File: src/rtl/life_pkg.sv
// Shared constants for the Game of Life engine: FSM encoding, B3/S23 rule, default seed.
package life_pkg;

    localparam logic [1:0] ST_IDLE    = 2'd0;
    localparam logic [1:0] ST_COMPUTE = 2'd1;
    localparam logic [1:0] ST_COMMIT  = 2'd2;

    localparam int BIRTH      = 3;
    localparam int SURVIVE_LO = 2;
    localparam int SURVIVE_HI = 3;

    // Glider with its top cell at (1,0) on an 8x8 board.
    localparam logic [63:0] SEED_8X8 = 64'h70402;

    function automatic logic cell_next(logic alive, logic [3:0] n);
        return (n == 4'(BIRTH)) ||
               (alive && (n >= 4'(SURVIVE_LO)) && (n <= 4'(SURVIVE_HI)));
    endfunction

endpackage

File: src/rtl/life_neigh_count.sv
// Combinational 8-neighbour count of one cell, with dead or toroidal edges.
module life_neigh_count
    import life_pkg::*;
#(
    parameter int BIT_W = 3,
    parameter int BIT_H = 3
) (
    input  logic [2**(BIT_W+BIT_H)-1:0] board,
    input  logic [BIT_W+BIT_H-1:0]      idx,
    input  logic                        wrap,
    output logic [3:0]                  count
);

    logic [BIT_W-1:0] x;
    logic [BIT_H-1:0] y;
    logic [2:0][BIT_W-1:0] cx;
    logic [2:0][BIT_H-1:0] cy;
    logic [2:0] vx, vy;

    assign x = idx[BIT_W-1:0];
    assign y = idx[BIT_W+BIT_H-1:BIT_W];

    // Coordinates truncate naturally, which is exactly the torus; edge mode masks them off.
    assign cx = {x + 1'b1, x, x - 1'b1};
    assign cy = {y + 1'b1, y, y - 1'b1};
    assign vx = {wrap || (x != '1), 1'b1, wrap || (x != '0)};
    assign vy = {wrap || (y != '1), 1'b1, wrap || (y != '0)};

    always_comb begin
        count = '0;
        for (int j = 0; j < 3; j++) begin
            for (int i = 0; i < 3; i++) begin
                if (!(i == 1 && j == 1) && vx[i] && vy[j])
                    count = count + 4'(board[{cy[j], cx[i]}]);
            end
        end
    end

endmodule

File: src/rtl/life_engine.sv
// Game of Life generation engine: scans one cell per clk into nxt, then commits to the display board.
module life_engine
    import life_pkg::*;
#(
    parameter int BIT_W   = 3,
    parameter int BIT_H   = 3,
    parameter int GEN_DIV = 8,
    parameter logic [2**(BIT_W+BIT_H)-1:0] SEED = SEED_8X8
) (
    input  logic                   clk,
    input  logic                   rst_n,
    input  logic                   frame_tick,
    input  logic                   run,
    input  logic                   step,
    input  logic                   wrap,
    input  logic                   load_en,
    input  logic [BIT_W+BIT_H-1:0] load_addr,
    input  logic                   load_val,
    input  logic [BIT_W-1:0]       rd_x,
    input  logic [BIT_H-1:0]       rd_y,
    output logic                   rd_alive,
    output logic                   busy,
    output logic [15:0]            gen_count,
    output logic [BIT_W+BIT_H:0]   population
);

    localparam int ADDR_W = BIT_W + BIT_H;
    localparam int SIZE   = 2**ADDR_W;
    localparam int POP_W  = ADDR_W + 1;
    localparam int DIV_W  = (GEN_DIV > 1) ? $clog2(GEN_DIV) : 1;

    function automatic logic [POP_W-1:0] popcnt(logic [SIZE-1:0] v);
        logic [POP_W-1:0] c;
        c = '0;
        for (int i = 0; i < SIZE; i++) c = c + POP_W'(v[i]);
        return c;
    endfunction

    localparam logic [POP_W-1:0] SEED_POP = popcnt(SEED);

    logic [1:0]        state;
    logic [SIZE-1:0]   disp, nxt;
    logic [ADDR_W-1:0] idx;
    logic [POP_W-1:0]  pop_acc;
    logic              wrap_q;
    logic [DIV_W-1:0]  div_cnt;
    logic [3:0]        n_cnt;
    logic              cell_new, tick_last, go;

    life_neigh_count #(.BIT_W(BIT_W), .BIT_H(BIT_H)) u_neigh (
        .board (disp),
        .idx   (idx),
        .wrap  (wrap_q),
        .count (n_cnt)
    );

    assign cell_new  = cell_next(disp[idx], n_cnt);
    assign tick_last = (div_cnt == DIV_W'(GEN_DIV - 1));
    // A load in the same cycle swallows the start; the divider holds so the next tick retries.
    assign go        = !load_en && ((frame_tick && run && tick_last) || (step && !run));
    assign rd_alive  = disp[{rd_y, rd_x}];
    assign busy      = (state != ST_IDLE);

    always_ff @(posedge clk) begin
        if (!rst_n) begin
            state      <= ST_IDLE;
            disp       <= SEED;
            nxt        <= '0;
            idx        <= '0;
            pop_acc    <= '0;
            wrap_q     <= 1'b0;
            div_cnt    <= '0;
            gen_count  <= '0;
            population <= SEED_POP;
        end else begin
            case (state)
                ST_IDLE: begin
                    if (load_en)
                        disp[load_addr] <= load_val;
                    else if (frame_tick && run)
                        div_cnt <= tick_last ? '0 : div_cnt + 1'b1;
                    if (go) begin
                        wrap_q  <= wrap;
                        idx     <= '0;
                        pop_acc <= '0;
                        state   <= ST_COMPUTE;
                    end
                end
                ST_COMPUTE: begin
                    nxt[idx] <= cell_new;
                    pop_acc  <= pop_acc + POP_W'(cell_new);
                    idx      <= idx + 1'b1;
                    if (idx == '1) state <= ST_COMMIT;
                end
                ST_COMMIT: begin
                    disp       <= nxt;
                    population <= pop_acc;
                    gen_count  <= gen_count + 16'd1;
                    state      <= ST_IDLE;
                end
                default: state <= ST_IDLE;
            endcase
        end
    end

endmodule

File: config.mk
export PLATFORM = sky130hd
export DESIGN_NAME = life_engine
export DESIGN_NICKNAME = d
export VERILOG_FILES = /design/src/rtl/life_pkg.sv /design/src/rtl/life_neigh_count.sv /design/src/rtl/life_engine.sv
export SDC_FILE = /design/constraint.sdc
export NUM_CORES = 1
export LEC_CHECK = 0
export ABC_AREA = 1
export BUFFER_PORTS_ARGS = -buffer_cell sky130_fd_sc_hd__buf_2
export CAP_MARGIN = 10
export CORE_MARGIN = 2
export CORE_UTILIZATION = 60
export CTS_BUF_LIST = sky130_fd_sc_hd__clkbuf_8 sky130_fd_sc_hd__clkbuf_16
export CTS_CLUSTER_DIAMETER = 60
export CTS_CLUSTER_SIZE = 12
export DETAILED_ROUTE_END_ITERATION = 12
export PLACE_DENSITY = 0.77
export SYNTH_ARGS = -nofsm -noshare
export SYNTH_HDL_FRONTEND = slang
export SYNTH_HIERARCHICAL = 1
export SYNTH_SLANG_ARGS = --single-unit
File: constraint.sdc
create_clock -name clk -period 16.6 [get_ports clk]
set_input_delay 0 -clock clk [delete_from_list [all_inputs] [get_ports clk]]
set_output_delay 0 -clock clk [all_outputs]
set_load 0.005 [all_outputs]
# Word level (Yosys, flattened, before mapping)
# Cells that the tools add are included.
# Widths: inputs -> output; s select.
[op_classes]
n_addsub = 15
n_lt_le_gt_ge = 15
eq_ne = 10
n_mux = 44
bitwise_logic = 1
n_reduce_logical = 31
[op_table]
columns = ["op", "count"]
rows = [
  ["$bwmux 64", 2],
  ["$pmux 64 s2", 1],
  ["$lt 6x7->1 const B", 11],
  ["$mux 64", 1],
  ["$bmux 1 s6", 10],
  ["$add 4x1->4", 7],
  ["$mux 4", 7],
  ["$add 16x1->16 const B", 1],
  ["$pmux 7 s2", 1],
  ["$mux 1", 13],
  ["$demux 1 s6", 2],
  ["$ge 6x1->1 const B", 2],
  ["$logic_and 1x1->1", 12],
  ["$pmux 6 s2", 1],
  ["$add 3x1->3 const B", 3],
  ["$reduce_and 2->1", 4],
  ["$add 7x1->7", 1],
  ["$mux 7", 1],
  ["$add 6x1->6 const B", 1],
  ["$eq 6x6->1 const B", 1],
  ["$logic_or 1x1->1", 6],
  ["$mux 6", 1],
  ["$ne 2x2->1 const B", 3],
  ["$ne 3x3->1 const B", 2],
  ["16 further kinds", 22],
]
[totals]
ff_bits = 170
inputBits = 20
output_inout_bits = 25

# Longest topological paths before layout
# Gate-level depths: netlist (run 1).
[logic_depth]
word_depth = 24
depth_mapped = 52
depth_no_buf = 46

# Cells and area by module
# The synthesis (run 1) kept the hierarchy.
[by_module_without_submodules]
columns = ["module", "instances", "cells_per_inst", "area_each_um2", "seq_area_each_um2"]
rows = [
  ["life_engine", 1, 1405, 9006.1, 3403.3],
  ["life_neigh_count", 1, 560, 2698.8, 0.0],
]

# Worst setup path before layout (run 1)
# No wires, ideal clock.
[synth_path]
path_type = "reg-to-reg"
from = "register idx[0]"
to = "register pop_acc[6]"
setup_ps = 78
t_arrival_ps = 6724
t_required_ps = 16522
slack_ps = 9798
path_stages_with_launch = 51
path_buffers = 6
synth_period_minus_slack_ps = 6802
cell_sequence = "dfxtp_1 > buf_2 > buf_2 > inv_1 > ha_1 > clkbuf_1 > inv_1 > clkbuf_1 > nand2_1 > nand3_1 > nand2_1 > o21ai_1 > nand2_1 > nand3_1 > a21oi_1 > ha_1 > inv_1 > nor2_1 > [... 15 more ...] > nand2_1 > o21ai_0 > ha_1 > nand2_1 > xor2_1 > nor2_1 > nand2_1 > inv_1 > nand2_1 > buf_4 > buf_4 > inv_1 > ha_1 > ha_1 > nand4_1 > nor2_1 > a21oi_1 > nor3_1"
[synth_between]
elab_chain_len = 24
elab_cells_between_ends = 51
cone_classes = "add/sub: 10; order compare: 2; eq/ne: 2; mux: 27; reduce/logical: 10"
[synth_rtl]
columns = ["item", "line", "source"]
rows = [
  ["from (decl)", "life_engine.sv:43", "logic [ADDR_W-1:0] idx;"],
  ["from (signal assigned)", "life_engine.sv:92", "idx <= idx + 1'b1;"],
  ["$sub 3x1->3 or $reduce_bool 3->1 (tied branches)", "life_neigh_count.sv:24, life_neigh_count.sv:26", ""],
  ["$bmux 1 s6 or $logic_or 1x1->1 (tied branches)", "life_neigh_count.sv:34, life_neigh_count.sv:26", ""],
  ["$mux 1 (implied by the code) or $logic_and 1x1->1 (tied branches)", "life_neigh_count.sv:34, life_neigh_count.sv:33", ""],
  ["$mux 1", "life_neigh_count.sv:33", "if (!(i == 1 && j == 1) && vx[i] && vy[j])"],
  ["$add 4x1->4", "life_neigh_count.sv:34", "count = count + 4'(board[{cy[j], cx[i]}]);"],
  ["$mux 4", "life_neigh_count.sv:33", ""],
  ["$add 4x1->4", "life_neigh_count.sv:34", ""],
  ["$mux 4", "life_neigh_count.sv:33", ""],
  ["[... 9 more ...]", "--", ""],
  ["$mux 4 *", "life_neigh_count.sv:33", ""],
  ["via n_cnt[2]", "life_engine.sv:47", "logic [3:0] n_cnt;"],
  ["$ge 4x2->1", "life_pkg.sv:17", "(alive && (n >= 4'(SURVIVE_LO)) && (n <= 4'(SURVIVE_HI)));"],
  ["$logic_and 1x1->1 (2 in series)", "life_pkg.sv:17", ""],
  ["$logic_or 1x1->1 *", "life_pkg.sv:16", "return (n == 4'(BIRTH)) ||"],
  ["via cell_new", "life_engine.sv:48", "logic cell_new, tick_last, go;"],
  ["$add 7x1->7 *", "life_engine.sv:91", "pop_acc <= pop_acc + POP_W'(cell_new);"],
  ["$pmux 7 s2 *", "life_engine.sv:76", "case (state)"],
  ["to (signal assigned)", "life_engine.sv:91", ""],
  ["to (decl)", "life_engine.sv:44", "logic [POP_W-1:0] pop_acc;"],
]
# The timed path passes the listed nets; every way through them passes the cells marked *. The select of a mux whose other input is x is not followed.
# A chain may end at the register's enable or synchronous reset.

# Worst setup path in the final report (run 1)
[layout_path]
from = "register idx[1]"
to = "register pop_acc[6]"
# The elaborated chain is that of the path after synthesis.

==> impl_metrics.toml, run 1 <==
[min_path]
min_path_type = "input pin to flip-flop"

[synth]
ys_seq_area_share_pct = 29.1
synth_async_sr_flop_share_pct = 0
synth_edf_count = 0
synth_area_sq_mm = 0.0117
synth_nets = 2012
avgSynthCellArea_sq_um = 5.96
ys_types = 44
yosysWarningCount = 6
ys.flop_type = "dfxtp_1"
ys_ff_latch = 170
syn_inst = 1965

[clock_network]
cts_sinks = 170
cts_setup_buffers = 0
cts_tree = "yes"
htree_levels = 4
clockRootBuffer = "clkbuf_16"
insertion_delay_ns = 0.45
numCtsBuffers = 17
path_clk_slew_ns = 0.07
cts_buffer_depth = 2

[setup_path]
crit_required_ns = 16.92
critPathCaptureType = "flip-flop"
critPathKind = "flip-flop to flip-flop"
cpPeakStageDelay_ns = 1.12
worstPathArrival_ns = 9.64
worst_path_most_repeated_cell = "ha_1"
critPathSlowestCell = "ha_1"
start_kind = "flip-flop"
critPathMaxFanout = 65

[floorplanning]
dieWidth_um = 144
rows = 51
die-area_sq_mm = 0.0206
die_h_um = 144
core-area_sq_mm = 0.0193
io_pins = 45
start_util_pct = 60.7

[routing]
avgViaCountPerCell = 6.00
postRouteAntennaNets = 0
drt-total-wl_um = 38000
drt_first_pass_iters = 7
post_drt_wl_per_cell_um = 17.2
vias = 13300
drt_iter0_drc = 1774
drc = 0

[status]
status = "completed"

[sta]
max_freq_ghz = 0.107
slew_violations = 0
fin_crit_ns = 9.32
fin_worst_skew_ns = 0.0188
relSlewSlack_pct = 34.9
tightest_slew_ns = 0.976
period_share_pct = 56.2
fin_tns_setup_ns = 0
grt_setup_unrepaired = "false"
final-hold-violation-count = 0
hold-worst-slack_ns = 0.0182
setup_viol = 0

[global_routing]
overflow = 0
grt_max_degree = 99
grt_util_all_layers_pct = 37.2
antenna_found_initial = 0
grt_pass1_wl_um = 60700
grt_pass1_vias = 11500

[finish]
antenna_cells = 0
regArea_sq_mm = 0.00341
syn_to_final_growth_pct = 6.56
fillCellCount = 1868
drive_gt1_share_pct = 5.75
nets = 1983
multi_input_area_sq_mm = 0.00717

[run]
cap_viol_max_count = 0

[place]
place_congestion = 1.01
port_buffers = 44
post-dp-hpwl_um = 26500

[power]
leakage_nw = 5.03
max-vdd-ir-drop_v = 0.0000763
finalPower_w = 0.000926
powerDensity_mw_per_mm2 = 74.2
metrics by stage:
step	std cells	worst slack [ns]	util, %	area, sq um
3_3_place_gp	2179	7.78	61.6	11900
3_5_place_dp	2179	7.46	61.6	11900
5_1_grt	2214	6.50	64.7	12500
2_1_floorplan	1965	9.80	-	11700
4_1_cts	2214	7.44	64.7	12500
6_report	2214	7.28	64.7	12500
cell usage in the layout (no fill, tap or decap), types with 4 or more instances in the layout:
cell type    n
a211oi_1     4
a21oi_1    160
a22o_1       7
a22oi_1      4
a31oi_1     48
buf_2       43
buf_4       10
clkbuf_16   17
clkinv_4     4
dfxtp_1    168
ha_1        27
inv_1      167
inv_2        9
inv_6        4
nand2_1    454
nand2_2      5
nand3_1    116
nand4_1      7
nor2_1     305
nor3_1      30
o211ai_1    28
o21ai_0    262
o21ai_1     14
o221ai_1     4
o22a_1       4
or2_1        5
xor2_1       4
report_power, final:
group	internal, W	leakage [nW]	switching [W]
combinational	0.0000327	3.38	0.0000849
sequential	0.000409	1.37	0.00000532
clock	0.000200	0.280	0.000194
total	0.000642	5.03	0.000284
layout make-up:
type	count	area share (%)
Sequential cell	170	27.3
Clock inverter	15	1.19
Multi-Input combinational cell	1513	57.5
Clock buffer	17	3.41
Tap cell	265	2.66
Inverter	178	5.36
Timing Repair Buffer	56	2.57
synth_stat cells, types with 2 or more instances:
cell / instances / area, sq um
a22o_1: 7 / 61.3
nor3_1: 30 / 150
nand4_1: 7 / 43.8
o211ai_1: 28 / 210
o21a_1: 2 / 15.0
and3_1: 2 / 12.5
nand2_1: 455 / 1710
a31oi_1: 48 / 300
nand3_1: 116 / 581
nor2_1: 305 / 1140
nor3b_1: 2 / 15.0
inv_2: 8 / 30.0
o21ai_0: 262 / 1310
o21ai_1: 15 / 75.1
or2_1: 5 / 31.3
nand2_2: 4 / 25.0
buf_4: 12 / 90.1
nor2_2: 2 / 12.5
clkinv_1: 2 / 7.51
ha_1: 27 / 338
buf_1: 5 / 18.8
clkbuf_1: 59 / 221
a21oi_1: 160 / 801
nand3b_1: 2 / 15.0
buf_2: 27 / 135
o221ai_1: 4 / 35.0
dfxtp_1: 170 / 3400
inv_1: 168 / 631
a22oi_1: 4 / 30.0
nor2_4: 3 / 33.8
o22ai_1: 2 / 12.5
a211oi_1: 4 / 30.0
xor2_1: 4 / 35.0
o22a_1: 4 / 35.0
state kept, by name, indices dropped and copies added (netlist names):
signal,flops
nxt,64
disp,64
wrap_q,1
gen_count,16
idx,6
pop_acc,7
population,7
div_cnt,3
state,2
per-layer routing:
metal,track usage [%],routed length (um)
met5,0,0
met4,15.5,1400
met3,7.53,4210
met2,55.4,16600
met1,52.4,15800
worst max-delay path, delay by kind of cell (launching register included):
kind                     cells  cell delay (ns)
AND/OR/NAND/NOR             21             1.84
XOR/XNOR                     1             0.13
buffers and inverters        7             2.13
flip-flops                   1             0.70
AO/OA/AOI/OAI                5             0.70
adder cells (fa/ha/maj)     11             3.69
worst paths after layout:
check,end,depth (start not counted),slack (ns),from
max reg2reg,pop_acc[6]$_SDFFE_PN0P_,45,7.28,idx[1]$_SDFFE_PN0P_
max,pop_acc[6]$_SDFFE_PN0P_,45,7.28,idx[1]$_SDFFE_PN0P_
min reg2reg,population[0]$_SDFFE_PN1P_,2,0.47,population[0]$_SDFFE_PN1P_
min,div_cnt[1]$_SDFFE_PN0P_,6,0.02,frame_tick
repair_timing:
action                                  CTS  global route
resized for setup                         0             0
hold buffers                              3             0
endpoints found under the hold margin     2             0
endpoints found under the setup margin    0             0
cell families (layout without fill, tap and decap cells):
family	Yosys count	after routing	synth area share [%]
flops	170	170	29.1
fa+ha+maj	27	27	2.89
simple gates	937	937	32.6
compound gates	543	543	25.2
buf+inv	282	266	9.78
xor+xnor	6	6	0.513
No activity file was read; power rests on OpenSTA's default activity.
==> run 2: changes to the inputs <==
--- a/config.mk
+++ b/config.mk
@@ -9,12 +9,12 @@
 export BUFFER_PORTS_ARGS = -buffer_cell sky130_fd_sc_hd__buf_2
 export CAP_MARGIN = 10
 export CORE_MARGIN = 2
-export CORE_UTILIZATION = 60
+export CORE_UTILIZATION = 57
 export CTS_BUF_LIST = sky130_fd_sc_hd__clkbuf_8 sky130_fd_sc_hd__clkbuf_16
 export CTS_CLUSTER_DIAMETER = 60
 export CTS_CLUSTER_SIZE = 12
 export DETAILED_ROUTE_END_ITERATION = 12
-export PLACE_DENSITY = 0.77
+export PLACE_DENSITY = 0.76
 export SYNTH_ARGS = -nofsm -noshare
 export SYNTH_HDL_FRONTEND = slang
 export SYNTH_HIERARCHICAL = 1
==> constraint.sdc (replaced) <==
create_clock -name clk -period 7.6 [get_ports clk]
set_input_delay 0 -clock clk [delete_from_list [all_inputs] [get_ports clk]]
set_output_delay 0 -clock clk [all_outputs]
set_load 0.005 [all_outputs]
==> run 2 against run 1 <==
Effect of this change: worst setup slack got worse by 6.5 ns; register-to-register slack worse by 6.5 ns; routed wire length is 1.1% lower; critical endpoint unchanged; largest cell class unchanged.
==> impl_metrics.toml, run 2 (same netlist as run 1, synthesis figures left out) <==
[status]
status = "completed"

[place]
post-dp-hpwl_um = 26400
place_congestion = 0.993
port_buffers = 44

[finish]
reg_top3 = "disp: 64 flops, nxt: 64 flops, gen_count: 16 flops"
nets = 1995
drive_gt1_share_pct = 6.48
antenna_cells = 0
final_common_cell = "nand2_1"
fillCellCount = 1909
final_cell_mix = "454 x nand2_1, 305 x nor2_1, 262 x o21ai_0, 168 x dfxtp_1, 165 x inv_1"
syn_to_final_growth_pct = 8.03

[clock_network]
clockRootBuffer = "clkbuf_16"
path_clk_slew_ns = 0.07
numCtsBuffers = 17
cts_buffer_depth = 2
cts_sinks = 170
insertion_delay_ns = 0.44
cts_tree = "yes"
htree_levels = 4

[sta]
final-hold-violation-count = 0
setup_viol = 0
tightest_slew_ns = 0.969
fin_crit_ns = 6.80
max_freq_ghz = 0.147
grt_setup_unrepaired = "false"
slew_violations = 0
fin_tns_setup_ns = 0
period_share_pct = 89.5
fin_worst_skew_ns = 0.0196
relSlewSlack_pct = 35.4

[floorplanning]
start_util_pct = 58.0
core-area_sq_mm = 0.0202
rows = 52
die-area_sq_mm = 0.0217
dieWidth_um = 147
die_h_um = 147
io_pins = 45

[global_routing]
overflow = 0
grt_max_degree = 123
grt_pass1_vias = 11400
grt_util_all_layers_pct = 34.1
grt_pass1_wl_um = 59500
antenna_found_initial = 0

[setup_path]
critPathMaxFanout = 32
critPathSlowestCell = "ha_4"
worst_path_most_repeated_cell = "nand2_1"
crit_required_ns = 7.96
cpPeakStageDelay_ns = 0.40
worstPathArrival_ns = 7.16
critPathKind = "flip-flop to flip-flop"
start_kind = "flip-flop"
critPathCaptureType = "flip-flop"

[power]
leakage_nw = 5.10
max-vdd-ir-drop_v = 0.000130
powerDensity_mw_per_mm2 = 163
finalPower_w = 0.00206

[routing]
drt_iter0_drc = 1709
post_drt_wl_per_cell_um = 16.8
postRouteAntennaNets = 0
drc = 0
drt_first_pass_iters = 6
avgViaCountPerCell = 5.85
drt-total-wl_um = 37600
vias = 13100

[min_path]
min_path_type = "input pin to flip-flop"

[run]
cap_viol_max_count = 0
## run 2: cell types whose count changed in the layout (fill, tap and decap cells not counted), sizes merged
| cell | before | now |
|---|---|---|
| buf | 53 | 63 |
| clkinvlp | 1 | 4 |
| bufinv | 0 | 1 |
| clkinv | 9 | 7 |
## run 2: worst max-delay path: cells and delay by family (launching register included)
kind / cells / cell delay, ns
compound gates: 5 / 0.64
xor+xnor: 1 / 0.17
fa+ha+maj: 11 / 2.84
buf+inv: 6 / 0.67
flops: 1 / 0.38
simple gates: 21 / 2.00
## run 2: repair_timing
action	CTS	global route
hold buffers	3	0
setup endpoints to repair	0	62
buffers inserted	0	3
resized for setup	0	12
endpoints found under the hold margin	25	0
## run 2: worst paths after layout
kind                                              endpoint                        from  depth (start not counted)  slack (ns)
worst max-delay path               pop_acc[6]$_SDFFE_PN0P_         idx[0]$_SDFFE_PN0P_                         44        0.80
worst min-delay path                 state[0]$_SDFFE_PN0P_                     load_en                          4        0.02
worst max register to register     pop_acc[6]$_SDFFE_PN0P_         idx[0]$_SDFFE_PN0P_                         44        0.80
worst min register to register  population[2]$_SDFFE_PN1P_  population[2]$_SDFFE_PN1P_                          2        0.47
## run 2: layout make-up
type                       instances  area (sq um)  area share, %
inverter                         178           676           5.34
clock inverter                    15           178           1.41
timing repair buffer              66           410           3.25
sequential                       170          3410           27.0
clock buffer                      17           425           3.36
multi-input combinational       1513          7190           56.9
timing repair inverter             2          15.0          0.119
tap                              270           338           2.67
## run 2: power breakdown
group          leakage, nW  switching [W]  internal (W)
combinational         3.43       0.000195     0.0000762
sequential            1.37     0.00000568      0.000894
clock                0.298       0.000419      0.000473
total                 5.10       0.000619       0.00144
## run 2: metrics by stage
stage | area, sq um | hold WS (ns) | instances | util (%) | setup WS (ns)
6_report | 12600 | 0.0202 | 2231 | 62.7 | 0.800
3_5_place_dp | 11900 | 0.279 | 2191 | 59.1 | 0.667
4_1_cts | 12600 | 0.0152 | 2226 | 62.3 | 0.635
2_1_floorplan | 11700 | 0.113 | 1965 | - | 0.798
5_1_grt | 12600 | 0.0554 | 2231 | 62.7 | 0.0239
3_3_place_gp | 11900 | 0.284 | 2191 | 59.1 | 0.891
## run 2: per-layer routing
| layer | GRT usage (%) | vias to the layer above | share of wire [%] |
|---|---|---|---|
| met5 | 0 | - | 0 |
| li1 | - | 6487 | - |
| met4 | 13.1 | 0 | 3.0 |
| met1 | 48.3 | 5841 | 44 |
| met2 | 52.3 | 642 | 43 |
| met3 | 5.40 | 80 | 9.5 |
